File: config.mk
export PLATFORM = sky130hd
export DESIGN_NAME = alu4
export DESIGN_NICKNAME = d
export VERILOG_FILES = /design/src/rtl/alu4.sv
export SDC_FILE = /design/constraint.sdc
export NUM_CORES = 1
export LEC_CHECK = 0
export ABC_AREA = 1
export ABC_CLOCK_PERIOD_IN_PS = 1700
export CORE_ASPECT_RATIO = 0.8
export CORE_MARGIN = 5
export CORE_UTILIZATION = 25
export DETAILED_ROUTE_END_ITERATION = 7
export SYNTH_ARGS = -nofsm -noshare
export SYNTH_HDL_FRONTEND = slang
export SYNTH_SLANG_ARGS = --single-unit
File: constraint.sdc
create_clock -name clk -period 1.7 [get_ports clk]
set_input_delay 0.17 -clock clk [delete_from_list [all_inputs] [get_ports clk]]
set_output_delay 0.17 -clock clk [all_outputs]
set_load 0.05 [all_outputs]
File: src/rtl/alu4.sv
// rtl/alu4.sv - two-operand ALU (add/sub/and/or) with combinational and registered results
// Optional flag outputs carry_q/zero_q are built only when ALU_FLAGS_EN is defined.

module alu4 #(
    parameter int WIDTH = 4
) (
    input  logic             clk,
    input  logic             rst,
    input  logic [WIDTH-1:0] a,
    input  logic [WIDTH-1:0] b,
    input  logic [1:0]       op,
    input  logic             in_valid,
    output logic [WIDTH-1:0] y,
    output logic [WIDTH-1:0] y_q,
    output logic             out_valid
`ifdef ALU_FLAGS_EN
    ,
    output logic             carry_q,
    output logic             zero_q
`endif
);

    localparam logic [1:0] OP_ADD = 2'b00;
    localparam logic [1:0] OP_SUB = 2'b01;
    localparam logic [1:0] OP_AND = 2'b10;
    localparam logic [1:0] OP_OR  = 2'b11;

    logic [WIDTH-1:0] sum_w;
    logic [WIDTH-1:0] diff_w;
    logic [WIDTH-1:0] y_d;
    logic             out_valid_q;

    assign sum_w  = a + b;
    assign diff_w = a - b;

    // Full case with an add default so an unknown opcode never infers a latch.
    always_comb begin
        y = sum_w;
        unique case (op)
            OP_ADD:  y = sum_w;
            OP_SUB:  y = diff_w;
            OP_AND:  y = a & b;
            OP_OR:   y = a | b;
            default: y = sum_w;
        endcase
    end

    assign y_d = in_valid ? y : y_q;

    always_ff @(posedge clk or posedge rst) begin
        if (rst) begin
            y_q         <= '0;
            out_valid_q <= 1'b0;
        end else begin
            y_q         <= y_d;
            out_valid_q <= in_valid;
        end
    end

    assign out_valid = out_valid_q;

`ifdef ALU_FLAGS_EN
    logic carry_d;
    logic zero_d;
    logic carry_q_r;
    logic zero_q_r;

    // A wrapped sum is smaller than either addend; borrow is simply a < b.
    always_comb begin
        carry_d = carry_q_r;
        zero_d  = zero_q_r;
        if (in_valid) begin
            zero_d = (y == '0);
            case (op)
                OP_ADD:  carry_d = (sum_w < a);
                OP_SUB:  carry_d = (a < b);
                default: carry_d = 1'b0;
            endcase
        end
    end

    always_ff @(posedge clk or posedge rst) begin
        if (rst) begin
            carry_q_r <= 1'b0;
            zero_q_r  <= 1'b0;
        end else begin
            carry_q_r <= carry_d;
            zero_q_r  <= zero_d;
        end
    end

    assign carry_q = carry_q_r;
    assign zero_q  = zero_q_r;
`endif

endmodule

Word level (Yosys, flattened, before mapping)
Cells that the tools add are included.
{ "word_totals": {"output_inout_bits": 9, "ff_bits": 5} }
{ "op_classes": {"n_eq_ne": 3, "bitwise_logic": 2, "n_mux": 1, "reduce_logical": 1, "addsub": 2} }
{ "op_table": {"columns": ["op", "count"], "rows": [
  ["case mux 4 bit (4 select lines)", 1],
  ["adder 4 bit", 1],
  ["bitwise AND 4 bit", 1],
  ["equality test 2 bit, second input constant", 2],
  ["bitwise OR 4 bit", 1],
  ["subtractor 4 bit", 1],
  ["equality test 2 x 1 -> 1 bit, second input constant", 1],
  ["zero test 2 bit", 1]
]} }

Longest topological paths before layout
Gate-level depths: netlist of the first run.
{ "depth": {"ltp_word": 2, "depth_mapped": 12, "ltp_nobuf": 12} }

Worst setup path before layout of the first run
Ideal clock, no wire load.
{ "synth_path": {"path_type": "input-to-reg", "from": "in b[0]", "to": "reg y_q[2]", "setup_ns": 0.124, "path_slack_ns": -0.327, "cell_stages": 8, "n_path_buf": 0, "t_arrival_ns": 1.903, "cell_sequence": "inv_1 > ha_1 > a21oi_1 > fa_1 > o21ai_0 > o21ai_0 > nand2_1 > nand2_1"} }
{ "synth_between": {"elab_chain_len": 2, "elab_cells_between_ends": 3, "cone_classes": "add/sub: 2; mux: 1"} }
{ "synth_rtl": {"columns": ["element", "line", "rtl"], "rows": [
  ["start, declared", "10", "input logic [WIDTH-1:0] b,"],
  ["subtractor 4 bit / adder 4 bit (equally long branches)", "34, 33", null],
  ["case mux 4 bit (4 select lines) *", "39", "unique case (op)"],
  ["net y[2]", "13", "output logic [WIDTH-1:0] y,"],
  ["end signal, assigned", "55", "y_q <= y_d;"],
  ["end, declared", "14", "output logic [WIDTH-1:0] y_q,"]
]} }
The timed path passes the listed nets; every way through them passes the cells marked *.
A chain may end at the register's enable or synchronous reset.

Worst setup path after layout of the first run
{ "layout_path": {"from": "in b[1]", "to": "out y[3]"} }
{ "layout_between": {"elab_chain_len": 2, "elab_cells_between_ends": 3, "cone_classes": "add/sub: 2; mux: 1"} }
{ "layout_rtl": {"columns": ["element", "line"], "rows": [
  ["subtractor 4 bit / adder 4 bit (equally long branches)", "34, 33"],
  ["case mux 4 bit (4 select lines) *", "39"],
  ["end, declared", "13"]
]} }
Every way passes the cells marked *; elsewhere a longest branch is shown, timed or not.

==> impl_metrics.tcl, run 1 <==
set metrics [dict create \
    syn_area_um2 504 \
    drc 0 \
    tns_ps -247 \
    p_leak_uw 0.000522 \
    fin_cells 141 \
    core_um2 1910 \
    avgSynthCellArea_um2 7.00 \
    syn_inst 72 \
    ys_seq_elements 5 \
    setup_violations 3 \
    crit_path_end_kind "output pin" \
    yosys-top-cells-area "dfrtp_1 (25%), nand2_1 (16%), ha_1 (15%)" \
    yosysTopAreaCellShare_pct 24.8 \
    globalRoute.totalOverflow 0 \
    fillers 168 \
    grt_usage_pct 12.3 \
    worstPathMaxFanout 3 \
    ys_types 17 \
    die_h_um 50.2 \
    nets 138 \
    dieArea_um2 3020 \
    die_w_um 60.2 \
    syn_to_final_growth_pct 109 \
    fin_crit_ps 1830 \
    drt_pre_antenna_iters 4 \
    total_power_uw 737 \
    n_antenna_cell 0 \
    boundaryPins 22 \
    clk_latency_ps 250 \
    min_period_over_period_pct 108 \
    clockBufferDepth 2 \
    slew_violations 0 \
    rsz0062_at_grt "true" \
    num_rows 14 \
    cts-root-buf "clkbuf_4" \
    htreeDepth 1 \
    yosysWarningCount 0 \
    hold_path.class "in -> async" \
    p_per_area_nw_per_um2 700 \
    port_buffers 21 \
    required_ps 1530 \
    worst_slew_pin_slew_ps 501 \
    ant_nets 0 \
    cap_violations 0 \
    vias_per_cell 4.53 \
    run_status "complete, but fails checks" \
    fin_area_um2 1050 \
    cts.clk_slew.worst_paths_ps 50 \
    irDropWorstVdd_v 0.000413 \
    arrival_ps 1660 \
    dp_hpwl_mm 1.25 \
    final_core_utilization_pct 55.2 \
    dp.cells 130 \
    layout_setup_ws_ps -133 \
    start_util_pct 26.4 \
    critPathKind "in -> out" \
    clock-skew-final_ps 0 \
    cts_hold_buf 0 \
    place_area_um2 897 \
    cts_made_buffers 3 \
    cts_tree "built" \
    drt_iter0_drc 9 \
    antenna_found_initial 0 \
    ys_seq_area_share_pct 24.8 \
    gp_congestion 0.744 \
    wirelength_mm 1.67 \
    relSlewSlack_pct 66.5 \
    fmax_mhz 545 \
    grt_max_degree 7 \
    yosys.area.top_type "dfrtp_1" \
    wl_per_cell_um 11.8 \
    grt_pass1_vias 655 \
    syn_nets 92 \
    drive_above_1_share_pct 46.2 \
    violations "setup timing" \
    reg2reg_depth 2 \
    startpoint_type "input pin" \
    cts_sinks 5 \
    vias 639 \
    hold_viol_final 0 \
    grt_pass1_wl_mm 2.82 \
]
-- state kept, by name, indices dropped and copies added (netlist names) --
register,flops
y_q,4
out_valid,1
-- metal layers --
| metal | global-route usage, % | share of wire (%) | vias to the layer above | wire, µm |
|---|---|---|---|---|
| li1 | - | - | 324 | - |
| met1 | 13.9 | 42 | 302 | 702 |
| met2 | 22.5 | 54 | 13 | 897 |
| met3 | 3.08 | 4.0 | 0 | 66 |
| met4 | 3.32 | 0 | 0 | 0 |
| met5 | 0 | 0 | - | 0 |
-- worst max-delay path: stages --
cell and delay [ps]:
buf_8 80, inv_4 40, ha_4 150, a21oi_2 110
xnor2_1 130, ha_1 290, a21oi_2 170, nand2_2 80
inv_1 50, nand2_1 50, nand3_2 80, and2_4 150
buf_12 130
-- metrics by stage --
stage	hold WS (ps)	worst slack (ps)
floorplan	-51.5	14.7
detailed placement	398	-657
global placement	380	-608
CTS	134	-110
finish	128	-133
global route	160	-207
-- power breakdown --
part / leakage [µW] / switching, µW / internal [µW]
registers: 0.0000610 / 7.78 / 135
clock network: 0.0000150 / 57.2 / 89.3
logic: 0.000446 / 242 / 207
-- path summary, 6_finish.rpt --
path | from | endpoint | slack [ps]
min reg2reg | y_q[0] | y_q[0] | 480
min | rst | out_valid | 130
max reg2reg | y_q[3] | y_q[3] | 1080
min in group clk | b[1] | y_q[1] | 440
max | b[1] | y[3] | -130
max in group asynchronous | rst | y_q[2] | 1390
-- cell usage in the layout, fill, tap and decap left out, drive strengths merged, types with 2 or more instances in the layout --
cell and count:
buf 27, nand2 24, inv 11, clkdlybuf4s50 10, nand3 6, ha 6
dfrtp 5, nor2 5, a21oi 5, clkbuf 4, o21ai 3, dlygate4sd2 2
o211ai 2, clkdlybuf4s15 2
-- timing repair --
item | CTS | global route
pin swaps | 10 | 6
setup buffers | 7 | 0
hold endpoints to repair | 0 | 0
endpoints found under the setup margin | 6 | 4
gates resized for setup | 37 | 8
-- Yosys cell counts (all sizes together) --
cell type  instances
a21oi              5
o21ai              3
or2                1
and2               1
inv               11
nor2               5
xnor2              1
nand2             24
a22oi              1
dfrtp              5
o211ai             2
fa                 1
nand3              6
ha                 6
-- area by class of cell --
class	instances	area, µm²	area share (%)
Clock buffer	4	26.3	2.49
Inverter	11	46.3	4.39
Sequential cell	5	125	11.9
Timing Repair Buffer	41	404	38.4
Multi-Input combinational cell	56	422	40.0
Tap cell	24	30.0	2.85
-- kinds of logic after synthesis --
logic type | share of synthesized area [%]
adder cells (fa/ha/maj) | 18.9
AND/OR/NAND/NOR | 32.0
buffers and inverters | 8.19
flip-flops | 24.8
XOR/XNOR | 1.74
AO/OA/AOI/OAI | 14.4
Power figures use the tool's default switching activity.
==> inputs of run 2 (changes only) <==
- CORE_ASPECT_RATIO: 0.8 -> 1.25
- CTS_CLUSTER_SIZE: default -> 12
==> run 2 against run 1 <==
Net effect:
- critical endpoint unchanged
- final cell count shrank 2.8%
- sequential cell count is the same
- critical path type unchanged
- via count shrank 3.4%
- count of clock-buffer cells in the layout is the same
- power shrank 1.8%
- critical path depth is the same
- fmax grew 1.6%
- combinational power is essentially flat
- the flow still finishes with violations (setup timing)
==> impl_metrics.tcl, run 2 (synthesis gave the netlist of run 1 again) <==
set metrics [dict create \
    run_status "complete, but fails checks" \
    violations "setup timing" \
    htreeDepth 1 \
    critPathKind "in -> out" \
    cts-root-buf "clkbuf_4" \
    grt_max_degree 7 \
    relSlewSlack_pct 66.9 \
    die_w_um 50.2 \
    dp.cells 128 \
    wl_met3_um 90 \
    mostFrequentLayoutCells "buf_4 (20), nand2_1 (19), clkdlybuf4s50_1 (9)" \
    drc 0 \
    boundaryPins 22 \
    core_um2 1960 \
    startpoint_type "input pin" \
    p_leak_uw 0.000527 \
    fillers 185 \
    min_period_over_period_pct 106 \
    fin_crit_ps 1800 \
    globalRoute.totalOverflow 0 \
    ant_nets 0 \
    grt_usage_pct 11.3 \
    slew_violations 0 \
    met2WireLength_um 857 \
    nets 138 \
    rsz0062_at_grt "true" \
    fin_area_um2 1040 \
    total_power_uw 724 \
    wl_per_cell_um 10.7 \
    crit_family "adder cells" \
    n_antenna_cell 0 \
    start_util_pct 25.7 \
    cp_cell_sequence "buf_8 > inv_6 > ha_4 > a21oi_2 > xnor2_1 > ha_1 > a21oi_2 > nand2_2 > inv_2 > nand2_2 > nand3_2 > and2_4 > buf_12" \
    worstPathMaxFanout 3 \
    critPathMaxStageDelay_ps 300 \
    arrival_ps 1630 \
    dieArea_um2 3020 \
    irDropWorstVdd_v 0.000251 \
    layout_commonest_cell "buf_4" \
    required_ps 1530 \
    dp_hpwl_mm 1.18 \
    drt_iter0_drc 4 \
    top_register "y_q" \
    grt_pass1_wl_mm 2.70 \
    die_h_um 60.2 \
    clockBufferDepth 2 \
    cts_sinks 5 \
    place_area_um2 907 \
    cts_made_buffers 3 \
    cts.clk_slew.worst_paths_ps 40 \
    gp_congestion 0.860 \
    multiInputGateArea_um2 413 \
    fmax_mhz 554 \
    cap_violations 0 \
    num_rows 18 \
    hold_path.class "in -> async" \
    ff_latch_area_um2 125 \
    wirelength_mm 1.47 \
    dpl_worst_slack_ps -639 \
    layout_setup_ws_ps -105 \
    worst_slew_pin_slew_ps 495 \
    vias 617 \
    cts_hold_buf 0 \
    port_buffers 21 \
    grt_pass1_vias 668 \
    hold_viol_final 0 \
    routed.top_layer "met3" \
    vias_per_cell 4.50 \
    p_per_area_nw_per_um2 699 \
    drt_pre_antenna_iters 4 \
    clock-skew-final_ps 0 \
    antenna_found_initial 0 \
    fin_cells 137 \
    clk_latency_ps 240 \
    met1Wirelength_um 519 \
    crit_path_end_kind "output pin" \
    cts_tree "built" \
    crit_slowest_cell "ha_1" \
    setup_violations 2 \
    drive_above_1_share_pct 51.3 \
    crit_buf_inv 4 \
    syn_to_final_growth_pct 105 \
    largest_reg_flops 4 \
]
## run 2: layer usage
layer  GRT usage, %  up-vias
met5              0        -
met4           4.49        0
met3           2.74        0
met2           21.0       16
met1           12.0      278
li1               -      323
## run 2: report_power, final
part	leakage (µW)	switching [µW]	internal, µW
clock network	0.0000150	44.8	88.5
registers	0.0000610	7.40	135
logic	0.000451	240	209
total	0.000527	292	432
## run 2: cell type report
type | instances | share of cell area [%]
multi-input cells | 56 | 39.9
repair buffers | 41 | 38.2
flip-flops and latches | 5 | 12.1
inverters | 11 | 4.95
clock buffers | 4 | 2.54
well taps | 20 | 2.42
## run 2: path summary, 6_finish.rpt
path / start / cells past startpoint / slack [ps] / endpoint
hold reg to reg: y_q[3] / 2 / 460 / y_q[3]
max in group asynchronous: rst / 2 / 1400 / y_q[1]
setup / recovery: b[0] / 13 / -100 / y[3]
setup reg to reg: y_q[1] / 2 / 1090 / y_q[1]
min in group clk: y_q[3] / 2 / 460 / y_q[3]
hold / removal: rst / 2 / 130 / y_q[2]
## run 2: through the flow
stage	setup TNS (ps)	hold WS, ps	util (%)
2_1_floorplan	0	-51.5	-
4_1_cts	-180	132	51.5
3_5_place_dp	-3260	386	46.3
5_1_grt	-384	145	52.9
3_3_place_gp	-3030	382	46.3
6_report	-193	130	52.9
## run 2: repair_timing
item,4_1_cts,5_1_grt
resized for setup,39,12
setup endpoints to repair,6,4
pin swaps,13,8
buffers inserted,5,0
